--- config.mk ---
export PLATFORM = sky130hd
export DESIGN_NAME = alu_multicycle
export DESIGN_NICKNAME = d
export VERILOG_FILES = /design/src/rtl/alu_multicycle_pkg.sv /design/src/rtl/alu_comb_core.sv /design/src/rtl/alu_multicycle.sv
export SDC_FILE = /design/constraint.sdc
export NUM_CORES = 1
export LEC_CHECK = 0
export CORE_MARGIN = 2
export CORE_UTILIZATION = 30
export DETAILED_ROUTE_END_ITERATION = 10
export HOLD_SLACK_MARGIN = 0.06
export MAX_ROUTING_LAYER = met4
export PLACE_DENSITY = 0.57
export REMOVE_ABC_BUFFERS = 1
export SLEW_MARGIN = 15
export SYNTH_ARGS = -nofsm -noshare
export SYNTH_HDL_FRONTEND = slang
export SYNTH_SLANG_ARGS = --single-unit
--- constraint.sdc ---
create_clock -name clk -period 4.6 [get_ports clk]
set_input_delay 0.92 -clock clk [delete_from_list [all_inputs] [get_ports clk]]
set_output_delay 0.92 -clock clk [all_outputs]
set_load 0.03 [all_outputs]
--- src/rtl/alu_multicycle_pkg.sv ---
// Shared ALUControl encodings and FSM state type for the decoder and the multi-cycle ALU.
package alu_multicycle_pkg;

  localparam int unsigned XLEN_DEFAULT = 32;

  localparam logic [3:0] ALU_ADD  = 4'b0000;
  localparam logic [3:0] ALU_SUB  = 4'b0001;
  localparam logic [3:0] ALU_AND  = 4'b0010;
  localparam logic [3:0] ALU_OR   = 4'b0011;
  localparam logic [3:0] ALU_XOR  = 4'b0100;
  localparam logic [3:0] ALU_SLT  = 4'b0101;
  localparam logic [3:0] ALU_SLTU = 4'b0110;
  localparam logic [3:0] ALU_SLL  = 4'b0111;
  localparam logic [3:0] ALU_SRL  = 4'b1000;
  localparam logic [3:0] ALU_SRA  = 4'b1001;

  typedef enum logic [1:0] {
    StIdle  = 2'd0,
    StShift = 2'd1,
    StDone  = 2'd2
  } alu_state_e;

  function automatic logic is_shift(input logic [3:0] op);
    return (op == ALU_SLL) || (op == ALU_SRL) || (op == ALU_SRA);
  endfunction

endpackage

--- src/rtl/alu_comb_core.sv ---
// Single-cycle ALU datapath: add/sub, bitwise logic and set-less-than; reserved codes give 0.
module alu_comb_core
  import alu_multicycle_pkg::*;
#(
  parameter int unsigned XLEN = XLEN_DEFAULT
) (
  input  logic [3:0]      op_i,
  input  logic [XLEN-1:0] a_i,
  input  logic [XLEN-1:0] b_i,
  output logic [XLEN-1:0] y_o
);

  always_comb begin
    y_o = '0;
    case (op_i)
      ALU_ADD:  y_o = a_i + b_i;
      ALU_SUB:  y_o = a_i - b_i;
      ALU_AND:  y_o = a_i & b_i;
      ALU_OR:   y_o = a_i | b_i;
      ALU_XOR:  y_o = a_i ^ b_i;
      ALU_SLT:  y_o = {{(XLEN-1){1'b0}}, ($signed(a_i) < $signed(b_i))};
      ALU_SLTU: y_o = {{(XLEN-1){1'b0}}, (a_i < b_i)};
      default:  y_o = '0;
    endcase
  end

endmodule

--- src/rtl/alu_multicycle.sv ---
// Multi-cycle execute unit: one-cycle logic/arithmetic, bit-serial shifts, valid/ready on both sides.
module alu_multicycle
  import alu_multicycle_pkg::*;
#(
  parameter int unsigned XLEN = XLEN_DEFAULT,
  parameter int unsigned SHW  = 5
) (
  input  logic            clk,
  input  logic            rst,
  input  logic            in_valid,
  output logic            in_ready,
  input  logic [3:0]      alu_control,
  input  logic [XLEN-1:0] src_a,
  input  logic [XLEN-1:0] src_b,
  output logic            out_valid,
  input  logic            out_ready,
  output logic [XLEN-1:0] result,
  output logic            zero,
  output logic            busy
);

  alu_state_e      state_q, state_d;
  logic [XLEN-1:0] result_q, result_d;
  logic [SHW-1:0]  count_q, count_d;
  logic [3:0]      op_q, op_d;
  logic [XLEN-1:0] comb_y;
  logic [XLEN-1:0] shift_step;
  logic [SHW-1:0]  shamt;

  assign shamt = src_b[SHW-1:0];

  alu_comb_core #(
    .XLEN (XLEN)
  ) u_comb_core (
    .op_i (alu_control),
    .a_i  (src_a),
    .b_i  (src_b),
    .y_o  (comb_y)
  );

  // One bit of the latched shift per cycle.
  always_comb begin
    shift_step = result_q;
    case (op_q)
      ALU_SLL: shift_step = {result_q[XLEN-2:0], 1'b0};
      ALU_SRL: shift_step = {1'b0, result_q[XLEN-1:1]};
      ALU_SRA: shift_step = {result_q[XLEN-1], result_q[XLEN-1:1]};
      default: shift_step = result_q;
    endcase
  end

  always_comb begin
    state_d  = state_q;
    result_d = result_q;
    count_d  = count_q;
    op_d     = op_q;
    case (state_q)
      StIdle: begin
        if (in_valid) begin
          op_d = alu_control;
          if (is_shift(alu_control)) begin
            result_d = src_a;
            count_d  = shamt;
            state_d  = (shamt == '0) ? StDone : StShift;
          end else begin
            result_d = comb_y;
            state_d  = StDone;
          end
        end
      end
      StShift: begin
        result_d = shift_step;
        count_d  = count_q - SHW'(1);
        if (count_q == SHW'(1)) begin
          state_d = StDone;
        end
      end
      StDone: begin
        if (out_ready) begin
          state_d = StIdle;
        end
      end
      default: state_d = StIdle;
    endcase
  end

  always_ff @(posedge clk or posedge rst) begin
    if (rst) begin
      state_q  <= StIdle;
      result_q <= '0;
      count_q  <= '0;
      op_q     <= ALU_ADD;
    end else begin
      state_q  <= state_d;
      result_q <= result_d;
      count_q  <= count_d;
      op_q     <= op_d;
    end
  end

  assign in_ready  = (state_q == StIdle);
  assign busy      = (state_q != StIdle);
  assign out_valid = (state_q == StDone);
  assign result    = result_q;
  assign zero      = (result_q == '0);

endmodule
==> metrics.log, run 1 <==
INFO  metric post_drt_wl_per_cell = approximately 20 um
INFO  metric seq_area_frac_synth = 0.136
INFO  metric fp.coreArea = 26000 um2
INFO  metric post_route_cells_drive_above_1_share = 0.0577
INFO  metric std_cell_rows = 59
INFO  metric fill_cells = ~2.8k
INFO  metric report.final.setup_viol = 0
INFO  metric setup_tns = 0 ps
INFO  metric startpoint_type = input pin
INFO  metric diodes = 0
INFO  metric timing_worst_slew_pin_value = ~1100 ps
INFO  metric hold_path_startpoint = count_q[4]
INFO  metric worst-r2r-setup-slack = between 1500 and 2000 ps
INFO  metric pin_count_of_the_biggest_net_entering_global_routing = 44
INFO  metric drt_initial_violations = between 800 and 900
INFO  metric fin_worst_skew = 17.0 ps
INFO  metric drc = 0
INFO  metric starting_utilization_of_the_core_area = 0.305
INFO  metric cts-root-to-sink-buffers = 2
INFO  metric min_to = count_q[4]
INFO  metric die_width = around 170 um
INFO  metric first_global_vias = about 8.4k
INFO  metric hold-path-cell-count = 1
INFO  metric min_period = 4250 ps
INFO  metric clock_sinks = 43
INFO  metric antenna_found_initial = 0
INFO  metric syn-instance-count = ~1.1k
INFO  metric final_cell_count_no_fill = between 1.5k and 2k
INFO  metric irDropWorstVdd = ~0.32 mV
INFO  metric worstPathMaxFanout = 12
INFO  metric cts_root_buf = clkbuf_16
INFO  metric cts_hold_buf = 0
INFO  metric worstSkewPairLatency = about 310 ps
INFO  metric finish.net_count = ~1.4k
INFO  metric dp_cells = approximately 1.5k
INFO  metric worst_path_largest_cell_delay = ~570 ps
INFO  metric num_io_pins = around 110
INFO  metric grt-ovfl-total = 0
INFO  metric critical_path.slowest_cell = o311ai_1
INFO  metric timing.final.max_slew_violations = 0
INFO  metric synth_top_area_cell = ha_1
INFO  metric vias_per_cell = slightly below 6
INFO  metric count_of_flip_flops_with_a_built_in_enable_after_synthesis = 0
INFO  metric fmax_achieved = between 0.2 and 0.25 GHz
INFO  metric areaGrowthSynthToFinish = 20.9%
INFO  metric synth_ff_type = dfrtp_1
INFO  metric buffer_ports.inserted = 107
INFO  metric grt_first_pass_wirelength = roughly 48000 um
INFO  metric detail-route-antenna-nets = 0
INFO  metric synthArstFlopShare = 1.00
INFO  metric count_of_cells_resized_by_post_cts_repair = 0
INFO  metric yosys.area.top_type_share = 0.181
INFO  metric path_cells = clkdlybuf4s50_1, inv_1, ha_1, inv_1, a21oi_1, o221ai_1, o311ai_1, a211o_1, a31oi_2, a221oi_1, a31oi_1, o21ai_0
INFO  metric layout_worst_path_cycle_share = 0.924
INFO  metric synth_area_leaders = ha_1 (18%), dfrtp_1 (14%), a21oi_1 (6.6%)
INFO  metric grt_setup_unrepaired = false
INFO  metric hold_path_class = flip-flop to flip-flop
INFO  metric worstSetupPathType = input pin to flip-flop
INFO  metric power.density_cell_area = ~360 nW/um2
INFO  metric crit_path_frequent_cell = inv_1
INFO  metric pre_cts_slack = around 160 ps
INFO  metric worst_r2r_startpoint = state_q[0]
INFO  metric synthDistinctLibCells = slightly above 80
INFO  metric finalHoldViolations = 0
INFO  metric design_power_total = ~3.4 mW
INFO  metric cp-end-kind = flip-flop
INFO  metric number_of_warning_messages_in_the_yosys_log = 0
INFO  metric data_required_time_of_the_critical_path = 4830 ps
INFO  metric setup_slack = roughly 350 ps
INFO  metric timing.rr.end = result[30]
INFO  metric r2r_cells = 8
INFO  metric maxSlewHeadroom = 0.297
INFO  metric pre_antenna_drt_iters = 7
INFO  metric syn-cell-area = about 7900 um2
INFO  metric die-height = 167 um
INFO  metric clock_tree_from_tritoncts = done
INFO  metric synth-seq-cells = between 40 and 50
INFO  metric wl = a little over 30000 um
INFO  metric cts_made_buffers = 5
INFO  metric clock_edge_transition_at_the_registers_on_the_reported_setup_and_hold_paths = 70 ps
INFO  metric leakage = roughly 4.1 nW
INFO  metric dieArea = 27800 um2
INFO  metric vias = between 8k and 9k
INFO  metric gp_routability_congestion = ~1
INFO  metric gr-usage-all-layers = 0.223
INFO  metric max-cap-violations = 0
INFO  metric run_status = finished, final reports clean
INFO  metric dp_hpwl = about 24000 um
INFO  metric post_cts_buffers = 0
INFO  metric cts.htree.levels = 2
INFO  metric worstPathArrival = ~4500 ps
INFO  metric mean_instance_size_in_the_synthesized_netlist = approximately 7.1 um2
-- worst max-delay path: cells and delay by family --
kind / cells / cell delay, ps
fa+ha+maj: 1 / 510
buf+inv: 3 / 780
compound gates: 8 / 2280
-- per-stage QoR --
step,hold WS [ps],util,area [um2]
after floorplan,472,-,7640
after global placement,497,0.363,9450
after detailed placement,510,0.363,9450
after CTS,524,0.369,9590
after global routing,560,0.369,9590
final,522,0.369,9590
-- layout by cell type, fill, tap and decap left out, types with 4 or more instances in the layout --
master / instances
xnor2_1: 19
o31ai_1: 10
a222oi_1: 13
a221oi_1: 16
nor4_1: 22
o21ai_0: 80
buf_4: 37
a311oi_1: 6
a21oi_1: 104
xor2_1: 6
nand3_1: 21
clkdlybuf4s50_1: 107
a211oi_1: 9
a211o_1: 5
a2111oi_0: 4
nand2_1: 113
or3_1: 10
o211ai_1: 26
o21bai_1: 9
nor3_1: 26
a22oi_1: 4
a221o_1: 5
a21o_1: 21
mux2i_1: 10
nor2b_1: 10
nor3b_1: 5
clkbuf_16: 5
o21a_1: 12
nand2b_1: 15
o221ai_1: 6
nand4_1: 5
and3_1: 5
and2_1: 4
o22ai_1: 6
a31oi_1: 27
inv_1: 99
ha_1: 115
nor2_1: 84
dfrtp_1: 43
-- cell type report --
class	instances	area, um2	share of cell area
well taps	335	419	0.0437
multi-input cells	899	6220	0.649
flip-flops and latches	43	1080	0.112
clock buffers	5	125	0.0130
clock inverters	3	20.0	0.00209
inverters	101	379	0.0395
repair buffers	144	1350	0.141
-- synthesized netlist by cell type, types with 4 or more instances --
library cell	n
a2111oi_0	4
a211o_1	5
a211oi_1	9
a21o_1	21
a21oi_1	104
a221o_1	5
a221oi_1	16
a222oi_1	13
a22oi_1	4
a311oi_1	6
a31oi_1	27
and2_1	4
and3_1	5
buf_1	5
buf_2	4
clkbuf_1	62
dfrtp_1	43
ha_1	115
inv_1	100
mux2i_1	10
nand2_1	113
nand2b_1	15
nand3_1	21
nand4_1	5
nor2_1	84
nor2b_1	11
nor3_1	29
nor3b_1	5
nor4_1	22
o211ai_1	26
o21a_1	12
o21ai_0	80
o21ai_1	4
o21bai_1	9
o221ai_1	6
o22ai_1	6
o31ai_1	10
or3_1	10
xnor2_1	19
xor2_1	6
-- worst max path at each step --
stage | from | end | slack, ps
after global placement | src_a[9] | result[0] | 210
after CTS | src_a[9] | result[0] | 480
after detailed placement | src_a[9] | result[0] | 160
after global routing | src_a[9] | result[26] | 130
final | src_a[9] | result[0] | 350
after floorplan | state_q[0] | result[22] | 130
-- metal layers --
layer  global-route usage  share of wire
met1                0.301           0.45
met2                0.345           0.45
met3               0.0368          0.071
met4               0.0585          0.026
met5                    -              0
-- cells by family after synthesis --
family,share of synthesized area
simple gates,0.201
xor+xnor,0.0276
flops,0.136
fa+ha+maj,0.186
mux,0.0169
buf+inv,0.0844
compound gates,0.348
-- flip-flops by register name, indices dropped and copies added (netlist names) --
signal	flops
op_q	4
result	32
state_q	2
count_q	5
-- report_power, final --
group	switching (mW)	internal, mW	total [mW]
combinational	1.37	0.869	2.24
sequential	0.266	0.542	0.808
clock	0.184	0.201	0.385
total	1.82	1.61	3.43
Power figures use the tool's default switching activity.
==> run 2: changes to the inputs <==
--- a/config.mk
+++ b/config.mk
@@ -6,11 +6,11 @@
 export NUM_CORES = 1
 export LEC_CHECK = 0
 export CORE_MARGIN = 2
-export CORE_UTILIZATION = 30
+export CORE_UTILIZATION = 48
 export DETAILED_ROUTE_END_ITERATION = 10
 export HOLD_SLACK_MARGIN = 0.06
 export MAX_ROUTING_LAYER = met4
-export PLACE_DENSITY = 0.57
+export PLACE_DENSITY = 0.79
 export REMOVE_ABC_BUFFERS = 1
 export SLEW_MARGIN = 15
 export SYNTH_ARGS = -nofsm -noshare
==> run 2 against run 1 <==
Net effect: via count grew 1.5%; sequential share of layout area is 0.26 points higher; cell area decreased by 2.2%; worst hold slack improved by 3.1 ps; highest routed layer unchanged; register-to-register slack better by 90 ps; critical endpoint is now result[30].
==> metrics.log, run 2 (synthesized netlist as in run 1, its figures left out) <==
INFO  metric run_status = finished, final reports clean
INFO  metric post-route-cell-area = 9380 um2 (-2.2%)
INFO  metric clock_tree_from_tritoncts = done
INFO  metric diodes = 0 (unchanged)
INFO  metric buffer_ports.inserted = 107 (unchanged)
INFO  metric setup_tns = 0 ps (unchanged)
INFO  metric antenna_found_initial = 0 (unchanged)
INFO  metric critical-path-top-delay-family = compound AO/OA/AOI/OAI gates
INFO  metric cts.htree.levels = 2 (unchanged)
INFO  metric layout.cells.most_common = ha_1
INFO  metric leakage = 4.09 nW (-1.1%)
INFO  metric largest_reg_flops = 32 (unchanged)
INFO  metric drc = 0 (unchanged)
INFO  metric num_io_pins = 108 (unchanged)
INFO  metric count_of_cells_resized_by_post_cts_repair = 0 (unchanged)
INFO  metric fp.coreArea = 16000 um2 (-38%)
INFO  metric die-height = 133 um (-20%)
INFO  metric cts_made_buffers = 5 (unchanged)
INFO  metric first_global_vias = 8471 (+0.86%)
INFO  metric cp-end-kind = flip-flop
INFO  metric cts-root-to-sink-buffers = 2 (unchanged)
INFO  metric worstPathMaxFanout = 4 (-8)
INFO  metric placedInstanceArea = 9210 um2 (-2.5%)
INFO  metric maxSlewHeadroom = 0.303 (+0.00553)
INFO  metric die_width = 133 um (-20%)
INFO  metric gr-usage-all-layers = 0.328 (+0.105)
INFO  metric grt_first_pass_wirelength = 45400 um (-6.0%)
INFO  metric fin_worst_skew = 7.23 ps (-9.76 ps)
INFO  metric grt-ovfl-total = 0 (unchanged)
INFO  metric post_drt_wl_per_cell = 20.3 um (+0.28%)
INFO  metric global_route.usage.met2 = 0.492 (+0.147)
INFO  metric timing_worst_slew_pin_value = 1040 ps (-6.85 ps)
INFO  metric path_cells = clkdlybuf4s50_1, ha_1, fa_1, a211oi_1, o21ai_0, a221o_1, o21ai_0, nor3_1, nor3_1, a31oi_1, a311o_1, o211ai_1
INFO  metric dp_hpwl = 21400 um (-11%)
INFO  metric data_required_time_of_the_critical_path = 4810 ps (-20 ps)
INFO  metric met3_usage = 0.0590 (+0.0222)
INFO  metric pin_count_of_the_biggest_net_entering_global_routing = 44 (unchanged)
INFO  metric report.final.setup_viol = 0 (unchanged)
INFO  metric clock_edge_transition_at_the_registers_on_the_reported_setup_and_hold_paths = 70 ps (about the same)
INFO  metric worstSetupPathType = input pin to flip-flop
INFO  metric post_route_cells_drive_above_1_share = 0.0473 (-0.0104)
INFO  metric vias = 9079 (+1.5%)
INFO  metric clock_sinks = 43 (unchanged)
INFO  metric timing.final.max_slew_violations = 0 (unchanged)
INFO  metric drt_initial_violations = 1075 (+25%)
INFO  metric irDropWorstVdd = 0.315 mV (-1.4%)
INFO  metric cp.buffers_inverters = 1 (-2)
INFO  metric detail-route-antenna-nets = 0 (unchanged)
INFO  metric startpoint_type = input pin
INFO  metric finalHoldViolations = 0 (unchanged)
INFO  metric grt_setup_unrepaired = false
INFO  metric starting_utilization_of_the_core_area = 0.496 (+0.190)
INFO  metric worstSkewPairLatency = 310 ps (about the same)
INFO  metric finish.net_count = 1371 (-0.87%)
INFO  metric layout_worst_path_cycle_share = 0.916 (-0.00869)
INFO  metric max-cap-violations = 0 (unchanged)
INFO  metric fmax_achieved = 0.237 GHz (+0.95%)
INFO  metric commonest_cells_after_routing_fill_and_taps_aside = ha_1 (115), nand2_1 (113), clkdlybuf4s50_1 (107)
INFO  metric dieArea = 17600 um2 (-37%)
INFO  metric vias_per_cell = 6.49 (+11%)
INFO  metric worstPathArrival = 4420 ps (-60 ps)
INFO  metric use_met1 = 0.439 (+0.138)
INFO  metric critical_path.slowest_cell = clkdlybuf4s50_1
INFO  metric worst_path_largest_cell_delay = 500 ps (-70 ps)
INFO  metric min_period = 4210 ps (-40.0 ps)
INFO  metric pre_antenna_drt_iters = 8 (+1)
INFO  metric wl = 28400 um (-8.3%)
INFO  metric gp_routability_congestion = 0.997 (+2.3%)
INFO  metric areaGrowthSynthToFinish = 18.2%
INFO  metric fin_worst_hold_slack = 525 ps (+3.13 ps)
INFO  metric std_cell_rows = 46 (-22%)
INFO  metric top_usage_layer = met2
INFO  metric cts_root_buf = clkbuf_16
INFO  metric hold_path_class = flip-flop to flip-flop
INFO  metric post_cts_buffers = 0 (unchanged)
INFO  metric cts_hold_buf = 0 (unchanged)
INFO  metric power.density_cell_area = 371 nW/um2 (+3.8%)
[run 2: layout make-up]
type | instances | area [um2]
Clock buffer | 5 | 125
Multi-Input combinational cell | 899 | 6220
Timing Repair Buffer | 132 | 1260
Fill cell | 1592 | 6630
Inverter | 101 | 379
Clock inverter | 3 | 43.8
Sequential cell | 43 | 1080
Tap cell | 216 | 270
[run 2: stage by stage]
| stage | total power [mW] | util | setup WS [ps] | std cells |
|---|---|---|---|---|
| global route | 3.69 | 0.586 | 186 | 1399 |
| global placement | 2.95 | 0.575 | 184 | 1391 |
| floorplan | 2.11 | - | 126 | 1043 |
| CTS | 3.43 | 0.586 | 459 | 1399 |
| finish | 3.48 | 0.586 | 388 | 1399 |
| detailed placement | 2.98 | 0.575 | 164 | 1391 |
[run 2: final timing paths]
| kind | from | end | slack [ps] | cells past startpoint |
|---|---|---|---|---|
| min in group asynchronous | rst | result[1] | 1100 | 3 |
| hold reg to reg | op_q[0] | op_q[0] | 530 | 2 |
| hold / removal | op_q[0] | op_q[0] | 530 | 2 |
| setup / recovery | src_b[0] | result[30] | 390 | 12 |
| max in group asynchronous | rst | result[23] | 3060 | 3 |
| setup reg to reg | state_q[0] | result[17] | 1750 | 8 |
[run 2: routing by layer]
metal  vias up  share of wire
li1       4198              -
met2       522           0.43
met1      4267           0.44
met3        92          0.092
met4         0          0.038
met5         -              0
[run 2: worst register-to-register path, stage by stage, from the launching register on]
cell	delay, ps
dfrtp_1	440
nor2b_2	170
buf_4	390
nand2_1	190
o21ai_4	640
buf_4	530
nor3_1	110
a21oi_1	130
o221ai_1	120
[run 2: where the power goes]
part / internal (mW) / switching [mW]
sequential: 0.542 / 0.258
combinational: 0.861 / 1.37
clock: 0.257 / 0.191
